--- src/rtl/pulse_source_pkg.sv ---
// Shared types for the pulse_source stimulus generator: channel modes and the
// default-width configuration record.
package pulse_source_pkg;

  localparam int PS_WIDTH = 16;

  typedef enum logic [1:0] {
    DC_LOW  = 2'd0,
    DC_HIGH = 2'd1,
    PWM     = 2'd2,
    ONESHOT = 2'd3
  } mode_e;

  typedef struct packed {
    mode_e                mode;
    logic [PS_WIDTH-1:0]  period;
    logic [PS_WIDTH-1:0]  high;
  } cfg_t;

  function automatic logic is_timed(mode_e m);
    return (m == PWM) || (m == ONESHOT);
  endfunction

endpackage

--- src/rtl/pulse_channel.sv ---
// One output channel: shadow/active config, enable register, period counter,
// one-shot done flag and the registered-only out/wrap decode.
module pulse_channel
  import pulse_source_pkg::*;
#(
  parameter int WIDTH = PS_WIDTH
) (
  input  logic             clk,
  input  logic             rst,
  input  logic             wr_i,
  input  logic             enable_i,
  input  mode_e            mode_i,
  input  logic [WIDTH-1:0] period_i,
  input  logic [WIDTH-1:0] high_i,
  output logic             pending_o,
  output logic             out_o,
  output logic             wrap_o,
  output logic             done_o
);

  typedef struct packed {
    mode_e            mode;
    logic [WIDTH-1:0] period;
    logic [WIDTH-1:0] high;
  } ch_cfg_t;

  ch_cfg_t          act_q, act_d, shd_q, shd_d, req;
  logic             en_q;
  logic             done_q, done_d;
  logic             pend_q, pend_d;
  logic [WIDTH-1:0] cnt_q, cnt_d;
  logic             counting, last, idle, xfer;

  assign req       = {mode_i, period_i, high_i};
  // A zero period degenerates to DC_LOW: no counting, no wrap.
  assign counting  = is_timed(act_q.mode) && (act_q.period != '0);
  assign last      = (cnt_q == act_q.period - WIDTH'(1));
  assign wrap_o    = en_q && counting && !done_q && last;
  assign out_o     = en_q && ((act_q.mode == DC_HIGH) ||
                              (counting && !done_q && (cnt_q < act_q.high)));
  assign idle      = !en_q || !counting || done_q;
  assign xfer      = wr_i && !pend_q;
  assign pending_o = pend_q;
  assign done_o    = done_q;

  always_comb begin
    act_d  = act_q;
    shd_d  = shd_q;
    pend_d = pend_q;
    cnt_d  = cnt_q;
    done_d = done_q;
    if (en_q && counting && !done_q) begin
      if (last) begin
        if (act_q.mode == ONESHOT) done_d = 1'b1;
        else                       cnt_d  = '0;
      end else begin
        cnt_d = cnt_q + WIDTH'(1);
      end
    end
    // A write landing on the wrap cycle skips the shadow entirely.
    if (xfer && wrap_o) begin
      act_d  = req;
      cnt_d  = '0;
      done_d = 1'b0;
    end else begin
      if (pend_q && (idle || wrap_o)) begin
        act_d  = shd_q;
        pend_d = 1'b0;
        cnt_d  = '0;
        done_d = 1'b0;
      end
      if (xfer) begin
        shd_d  = req;
        pend_d = 1'b1;
      end
    end
    if (!enable_i) begin
      cnt_d  = '0;
      done_d = 1'b0;
    end
  end

  always_ff @(posedge clk or posedge rst) begin
    if (rst) begin
      act_q  <= '0;
      shd_q  <= '0;
      pend_q <= 1'b0;
      cnt_q  <= '0;
      done_q <= 1'b0;
      en_q   <= 1'b0;
    end else begin
      act_q  <= act_d;
      shd_q  <= shd_d;
      pend_q <= pend_d;
      cnt_q  <= cnt_d;
      done_q <= done_d;
      en_q   <= enable_i;
    end
  end

endmodule

--- src/rtl/pulse_source.sv ---
// Multi-channel DC/PWM/one-shot stimulus source with a shared valid/ready
// config port; channel select decode and ready mux live here.
module pulse_source
  import pulse_source_pkg::*;
#(
  parameter  int CHANNELS = 4,
  parameter  int WIDTH    = PS_WIDTH,
  localparam int CH_W     = (CHANNELS > 1) ? $clog2(CHANNELS) : 1
) (
  input  logic                clk,
  input  logic                rst,
  input  logic                cfg_valid,
  output logic                cfg_ready,
  input  logic [CH_W-1:0]     cfg_ch,
  input  logic [1:0]          cfg_mode,
  input  logic [WIDTH-1:0]    cfg_period,
  input  logic [WIDTH-1:0]    cfg_high,
  input  logic [CHANNELS-1:0] enable,
  output logic [CHANNELS-1:0] out,
  output logic [CHANNELS-1:0] wrap,
  output logic [CHANNELS-1:0] done
);

  logic [CHANNELS-1:0] pend;

  for (genvar g = 0; g < CHANNELS; g++) begin : g_ch
    pulse_channel #(.WIDTH(WIDTH)) u_ch (
      .clk       (clk),
      .rst       (rst),
      .wr_i      (cfg_valid && (cfg_ch == CH_W'(g))),
      .enable_i  (enable[g]),
      .mode_i    (mode_e'(cfg_mode)),
      .period_i  (cfg_period),
      .high_i    (cfg_high),
      .pending_o (pend[g]),
      .out_o     (out[g]),
      .wrap_o    (wrap[g]),
      .done_o    (done[g])
    );
  end

  // Out-of-range channel numbers are always ready so they drain harmlessly.
  always_comb begin
    cfg_ready = 1'b1;
    for (int i = 0; i < CHANNELS; i++) begin
      if (cfg_ch == CH_W'(i)) cfg_ready = !pend[i];
    end
  end

endmodule

--- config.mk ---
export PLATFORM = sky130hd
export DESIGN_NAME = pulse_source
export DESIGN_NICKNAME = d
export VERILOG_FILES = /design/src/rtl/pulse_source_pkg.sv /design/src/rtl/pulse_channel.sv /design/src/rtl/pulse_source.sv
export SDC_FILE = /design/constraint.sdc
export NUM_CORES = 1
export LEC_CHECK = 0
export BUFFER_PORTS_ARGS = -buffer_cell sky130_fd_sc_hd__buf_2
export CORE_ASPECT_RATIO = 1.2
export CORE_UTILIZATION = 50
export CTS_CLUSTER_SIZE = 24
export DETAILED_ROUTE_END_ITERATION = 16
export MAX_ROUTING_LAYER = met4
export PLACE_DENSITY = 0.66
export REMOVE_ABC_BUFFERS = 1
export SETUP_SLACK_MARGIN = 0.1
export SYNTH_ARGS = -nofsm -noshare
export SYNTH_HDL_FRONTEND = slang
export SYNTH_SLANG_ARGS = --single-unit
--- constraint.sdc ---
create_clock -name clk -period 14.27 [get_ports clk]
set_clock_uncertainty 0.1 [all_clocks]
set_input_delay 2.854 -clock clk [delete_from_list [all_inputs] [get_ports clk]]
set_output_delay 2.854 -clock clk [all_outputs]
set_load 0.01 [all_outputs]
==> metrics.cfg, run 1 <==
[critical_path]
critPathKind=flop to primary output
crit_chain=inv_1 > ha_1 > nor4b_2 > nand3_1 > mux2i_1 > mux2i_1 > o22ai_1 > nand3_1 > nor2_1 > buf_2
cp_top_family=simple AND/OR/NAND/NOR gates
endpoint_kind=primary output
crit_slowest_cell=nor4b_2
timing.rr.end=g_ch[1].u_ch.act_q[18]$_DFFE_PP0P_
critPathBufInv=2
crit_required_ns=11.32
r2r_cells=11
cp_max_fo=9
reg2reg_slack_ns=9.36
r2r_start=g_ch[1].u_ch.act_q[16]$_DFFE_PP0P_
arrival_ns=3.86
start_kind=flop
max_stage_delay_ns=0.76

[synth]
synth_common_cells=dfrtp_1, mux2_2, inv_1, a21oi_1, nand3_1
seq_area_frac_synth_pct=43.8
async_flop_share_pct=100
yosysUniqueCellTypes=76
ys_warn_count=0
synth-seq-cells=348
synth_top_area_cell=dfrtp_1
yosysTopAreaCellShare_pct=43.8
synthTopCellsByArea=dfrtp_1, mux2_2, ha_1
syn_area_mm2=0.0199
synth-main-ff-cell=dfrtp_1
synth_most_common_cell=dfrtp_1
synth_edf_count=0
synth.avg_cell_area_um2=10.1
synthCells=1966

[place]
dp.cells=2449
post-place-ws_ns=7.79
gp_congestion=0.872
dpl-instance-area_mm2=0.0204
port_buffers=55
dp_hpwl_um=34500

[floorplan]
die_h_um=220
ios=56
rows=79
start_util_pct=51.1
core_area_mm2=0.0389
die-width_um=184
dieArea_mm2=0.0406

[drt]
ant_nets=0
post-route-drc-count=0
dr.first_iter.drc_count=1143
avgViaCountPerCell=6.05
wl_per_cell_um=20.7
top_layer_used=met4
dr.pass1.iters=5
vias=15200
drt-total-wl_um=52000
wl_met1_um=22700
dr_wl_met2_um=24500
met3WireLength_um=2590

[clock_network]
path_clk_slew_ns=0.06
cts_tree=done
cts_setup_buffers=0
cts.sinks=348
holdBufCountCts=0
clk_latency_ns=0.54
cts_buffers=38
htree_levels=2
clockBufferDepth=3
postCtsResizedCells=0
cts-root-buf=clkbuf_16

[global_routing]
grt_pass1_wl_um=83700
overflow=0
grt_usage_pct=27.4
grt_max_degree=126
first_global_vias=15000
antenna_found_initial=0

[sta]
drv_slew=0
final.setup.tns_ns=0
rsz0062_at_grt=no
fmax_mhz=147
relSlewSlack_pct=21.4
post-route-period-util_pct=47.7
worstMarginPinSlew_ns=1.17
whs_ns=0.401
layout_setup_ws_ns=7.46
setup_viol=0
final.min_clock_period_ns=6.81
finalHoldViolations=0

[layout]
antenna_cells=0
final_cells=2517
utilization_pct=55.9
drive_gt1_share_pct=17.0
area_growth_pct=9.42
final_area_mm2=0.0218
fin_nets=2074

[worst_hold_path]
hold_class=flop to flop
worstHoldPathCells=1
min_from=g_ch[0].u_ch.shd_q[33]$_DFFE_PP0P_
hold_end=g_ch[0].u_ch.shd_q[33]$_DFFE_PP0P_

[power_and_ir_drop]
leakage_nw=9.59
power_density_mw_per_mm2=162
peakVddDrop_mv=0.101
power.total_mw=3.52

[flow_run]
maxCapViolCount=0

[run_status]
status=completed

-- registers in the layout, indices dropped and copies added, names as in the netlist --
register / flops
g_ch.u_ch.en_q: 4
g_ch.u_ch.cnt_q: 64
g_ch.u_ch.pending_o: 4
g_ch.u_ch.act_q: 136
g_ch.u_ch.shd_q: 136
g_ch.u_ch.done_o: 4
-- power by group --
group | switching [mW] | internal [mW] | total [mW]
combinational | 0.531 | 0.457 | 0.987
clock | 0.406 | 0.630 | 1.04
sequential | 0.242 | 1.26 | 1.50
total | 1.18 | 2.34 | 3.52
-- worst max path at each step --
stage / start / slack (ns) / depth (start not counted) / end
2_1_floorplan: rst / 1.67 / 1 / g_ch[0].u_ch.act_q[0]$_DFFE_PP0P_
3_3_place_gp: cfg_ch[0] / 7.75 / 5 / cfg_ready
3_5_place_dp: cfg_ch[0] / 7.79 / 5 / cfg_ready
4_1_cts: g_ch[1].u_ch.act_q[16]$_DFFE_PP0P_ / 7.45 / 10 / wrap[1]
5_1_grt: g_ch[1].u_ch.act_q[16]$_DFFE_PP0P_ / 7.08 / 10 / wrap[1]
6_report: g_ch[1].u_ch.act_q[16]$_DFFE_PP0P_ / 7.46 / 10 / wrap[1]
-- cells in the final DEF, fill, tap and decap left out, types with 15 or more instances in the layout --
master	instances
nand3_1	98
or4_1	16
nand2_1	72
xor2_1	23
buf_4	18
inv_1	146
a31oi_1	38
and3_1	27
o32ai_1	33
nor4_1	22
ha_1	68
mux2_2	170
nand2b_1	59
o2111ai_1	39
o211ai_1	15
xnor2_1	49
nor3_1	28
a21o_1	33
o21a_1	39
nor2b_1	15
o21ai_0	52
a21oi_1	99
buf_2	55
dfrtp_1	348
mux2i_1	71
nand4_1	21
or3_1	37
nor2_1	87
clkbuf_16	41
o31ai_1	15
-- area by class of cell --
type	instances	area, um2
Fill cell	3507	17200
Multi-Input combinational cell	1354	10100
Sequential cell	348	8710
Clock buffer	61	1240
Tap cell	526	658
Inverter	148	563
Timing Repair Buffer	73	410
Clock inverter	7	85.1
-- layer usage --
metal	GRT usage, %	vias to the layer above
met1	35.3	7587
met5	-	-
met4	11.5	0
met3	3.60	109
met2	43.5	358
li1	-	7182
-- cells by family after synthesis --
logic type	Yosys count	synth area share (%)
AO/OA/AOI/OAI	446	15.5
XOR/XNOR	72	3.17
adder cells (fa/ha/maj)	68	4.28
buffers and inverters	264	5.76
flip-flops	348	43.8
multiplexers	241	13.2
AND/OR/NAND/NOR	527	14.3
Note: power is estimated with default switching activity, not from simulation.
==> run 2, diff against run 1 <==
ABC_AREA = 1   (was default)
clock period = 7.1 ns   (was 14.27 ns; I/O delays follow)
==> metrics.cfg, run 2 <==
[synth]
async_flop_share_pct=100  ; unchanged
synthTopCellsByArea=dfrtp_1, nand2_1, inv_1
seq_area_frac_synth_pct=39.5  ; -4.3 points
synth_most_common_cell=nand2_1
synth-main-ff-cell=dfrtp_1
synth_edf_count=0  ; unchanged
synthCells=3156  ; +61%
synth-seq-cells=348  ; unchanged
synth.avg_cell_area_um2=6.98  ; -31%
yosysTopAreaCellShare_pct=39.5  ; -4.3 points
synth_top_area_cell=dfrtp_1
synth_common_cells=nand2_1, dfrtp_1, inv_1, nor2_1, nand3_1
yosysUniqueCellTypes=44  ; -42%
ys_warn_count=0  ; unchanged
syn_area_mm2=0.0220  ; +11%

[clock_network]
holdBufCountCts=0  ; unchanged
path_clk_slew_ns=0.06  ; about the same
cts_tree=done
clk_latency_ns=0.56  ; +0.02 ns
htree_levels=2  ; unchanged
cts_setup_buffers=0  ; unchanged
cts.sinks=348  ; unchanged
cts_buffers=39  ; +2.6%
postCtsResizedCells=0  ; unchanged
clockBufferDepth=3  ; unchanged
cts-root-buf=clkbuf_16

[power_and_ir_drop]
power_density_mw_per_mm2=347  ; +110%
peakVddDrop_mv=0.208  ; +110%
leakage_nw=12.6  ; +32%
power.total_mw=8.20  ; +130%

[critical_path]
critPathKind=flop to primary output
crit_required_ns=5.58  ; -5.74 ns
crit_end=out[3]
r2r_cells=14  ; +3
arrival_ns=3.43  ; -0.43 ns
reg2reg_slack_ns=3.07  ; -6.29 ns
startpoint=g_ch[3].u_ch.act_q[16]$_DFFE_PP0P_
r2r_start=g_ch[2].u_ch.act_q[16]$_DFFE_PP0P_
endpoint_kind=primary output
cp_max_fo=41  ; +32
timing.rr.end=g_ch[2].u_ch.act_q[12]$_DFFE_PP0P_
start_kind=flop

[floorplan]
rows=83  ; +5.1%
ios=56  ; unchanged
die-width_um=194  ; +5.2%
dieArea_mm2=0.0449  ; +11%
core_area_mm2=0.0431  ; +11%
die_h_um=232  ; +5.2%
start_util_pct=51.1  ; about the same

[place]
dpl-instance-area_mm2=0.0223  ; +9.2%
port_buffers=55  ; unchanged
dp_hpwl_um=47400  ; +37%
gp_congestion=0.956  ; +9.7%

[sta]
final.min_clock_period_ns=4.95
whs_ns=0.381  ; -0.0205 ns
fmax_mhz=202
setup_viol=0  ; unchanged
finalHoldViolations=0  ; unchanged
drv_slew=0  ; unchanged
post-route-period-util_pct=69.7
rsz0062_at_grt=no
relSlewSlack_pct=12.8  ; -8.5 points
worstMarginPinSlew_ns=1.31  ; +0.131 ns
final.setup.tns_ns=0  ; unchanged

[layout]
drive_gt1_share_pct=6.61  ; -10 points
utilization_pct=54.9  ; -1.0 points
area_growth_pct=7.33
fin_nets=3227  ; +56%
final_area_mm2=0.0236  ; +8.7%
largestRegisters=g_ch.u_ch.act_q (136), g_ch.u_ch.shd_q (136), g_ch.u_ch.cnt_q (64)
final_cell_mix=nand2_1, dfrtp_1, inv_1
final_common_cell=nand2_1
antenna_cells=0  ; unchanged
fillers=4197  ; +20%

[worst_hold_path]
hold_class=flop to flop

[global_routing]
first_global_vias=19600  ; +31%
overflow=0  ; unchanged
grt_usage_pct=31.6  ; +4.2 points
grt_pass1_wl_um=108000  ; +29%
grt_max_degree=122  ; -3.2%
antenna_found_initial=0  ; unchanged

[drt]
ant_nets=0  ; unchanged
avgViaCountPerCell=5.59  ; -7.6%
drt-total-wl_um=68000  ; +31%
dr.pass1.iters=8  ; +3
post-route-drc-count=0  ; unchanged
wl_per_cell_um=18.4  ; -11%
vias=20700  ; +36%
dr.first_iter.drc_count=1880  ; +64%

[run_status]
status=completed

[flow_run]
maxCapViolCount=0  ; unchanged

run 2: layer usage:
metal  part of all wire [%]  global-route usage [%]
met1                     42                    40.3
met2                     46                    50.3
met3                    7.6                    4.97
met4                    4.1                    12.9
met5                      0                       -
run 2: final cells by class:
type	count	area [um2]	share of cell area [%]
Multi-Input combinational cell	2375	11400	48.4
Clock inverter	16	183	0.773
Timing Repair Buffer	68	385	1.63
Inverter	284	1080	4.56
Tap cell	552	691	2.92
Sequential cell	348	8710	36.8
Clock buffer	54	1150	4.88
run 2: worst min path at each step:
stage                                            start                                  to  cells past startpoint
finish              g_ch[0].u_ch.act_q[17]$_DFFE_PP0P_  g_ch[0].u_ch.act_q[17]$_DFFE_PP0P_                      2
global route         g_ch[1].u_ch.act_q[2]$_DFFE_PP0P_   g_ch[1].u_ch.act_q[2]$_DFFE_PP0P_                      2
CTS                 g_ch[3].u_ch.act_q[11]$_DFFE_PP0P_  g_ch[3].u_ch.act_q[11]$_DFFE_PP0P_                      2
detailed placement   g_ch[0].u_ch.act_q[1]$_DFFE_PP0P_   g_ch[0].u_ch.act_q[1]$_DFFE_PP0P_                      2
global placement    g_ch[1].u_ch.act_q[12]$_DFFE_PP0P_  g_ch[1].u_ch.act_q[12]$_DFFE_PP0P_                      2
floorplan            g_ch[0].u_ch.act_q[0]$_DFFE_PP0P_   g_ch[0].u_ch.act_q[0]$_DFFE_PP0P_                      2
run 2: stage by stage:
step / setup WS, ns / std cells
floorplan: -4.07 / 3007
global placement: 2.80 / 3627
detailed placement: 2.75 / 3627
CTS: 2.14 / 3697
global route: 1.85 / 3697
finish: 2.15 / 3697
run 2: cell families after synthesis:
logic type	synth area share, %
flops	39.5
xor+xnor	3.86
simple gates	38.0
buf+inv	8.61
compound gates	6.11
fa+ha+maj	3.86
run 2: worst max-delay path, stage by stage (launching register included):
cell,delay (ns)
dfrtp_1,0.38
inv_1,0.11
ha_1,0.28
nand2_2,0.16
nor2_4,0.07
nand4_1,0.11
nand4_1,0.11
inv_1,0.96
o211ai_1,0.18
o21ai_0,0.33
buf_2,0.19
run 2: where the power goes:
group	switching (mW)	internal [mW]	leakage [nW]
Sequential	0.488	2.53	4.49
Clock	0.873	1.25	0.660
Combinational	2.02	1.04	7.47
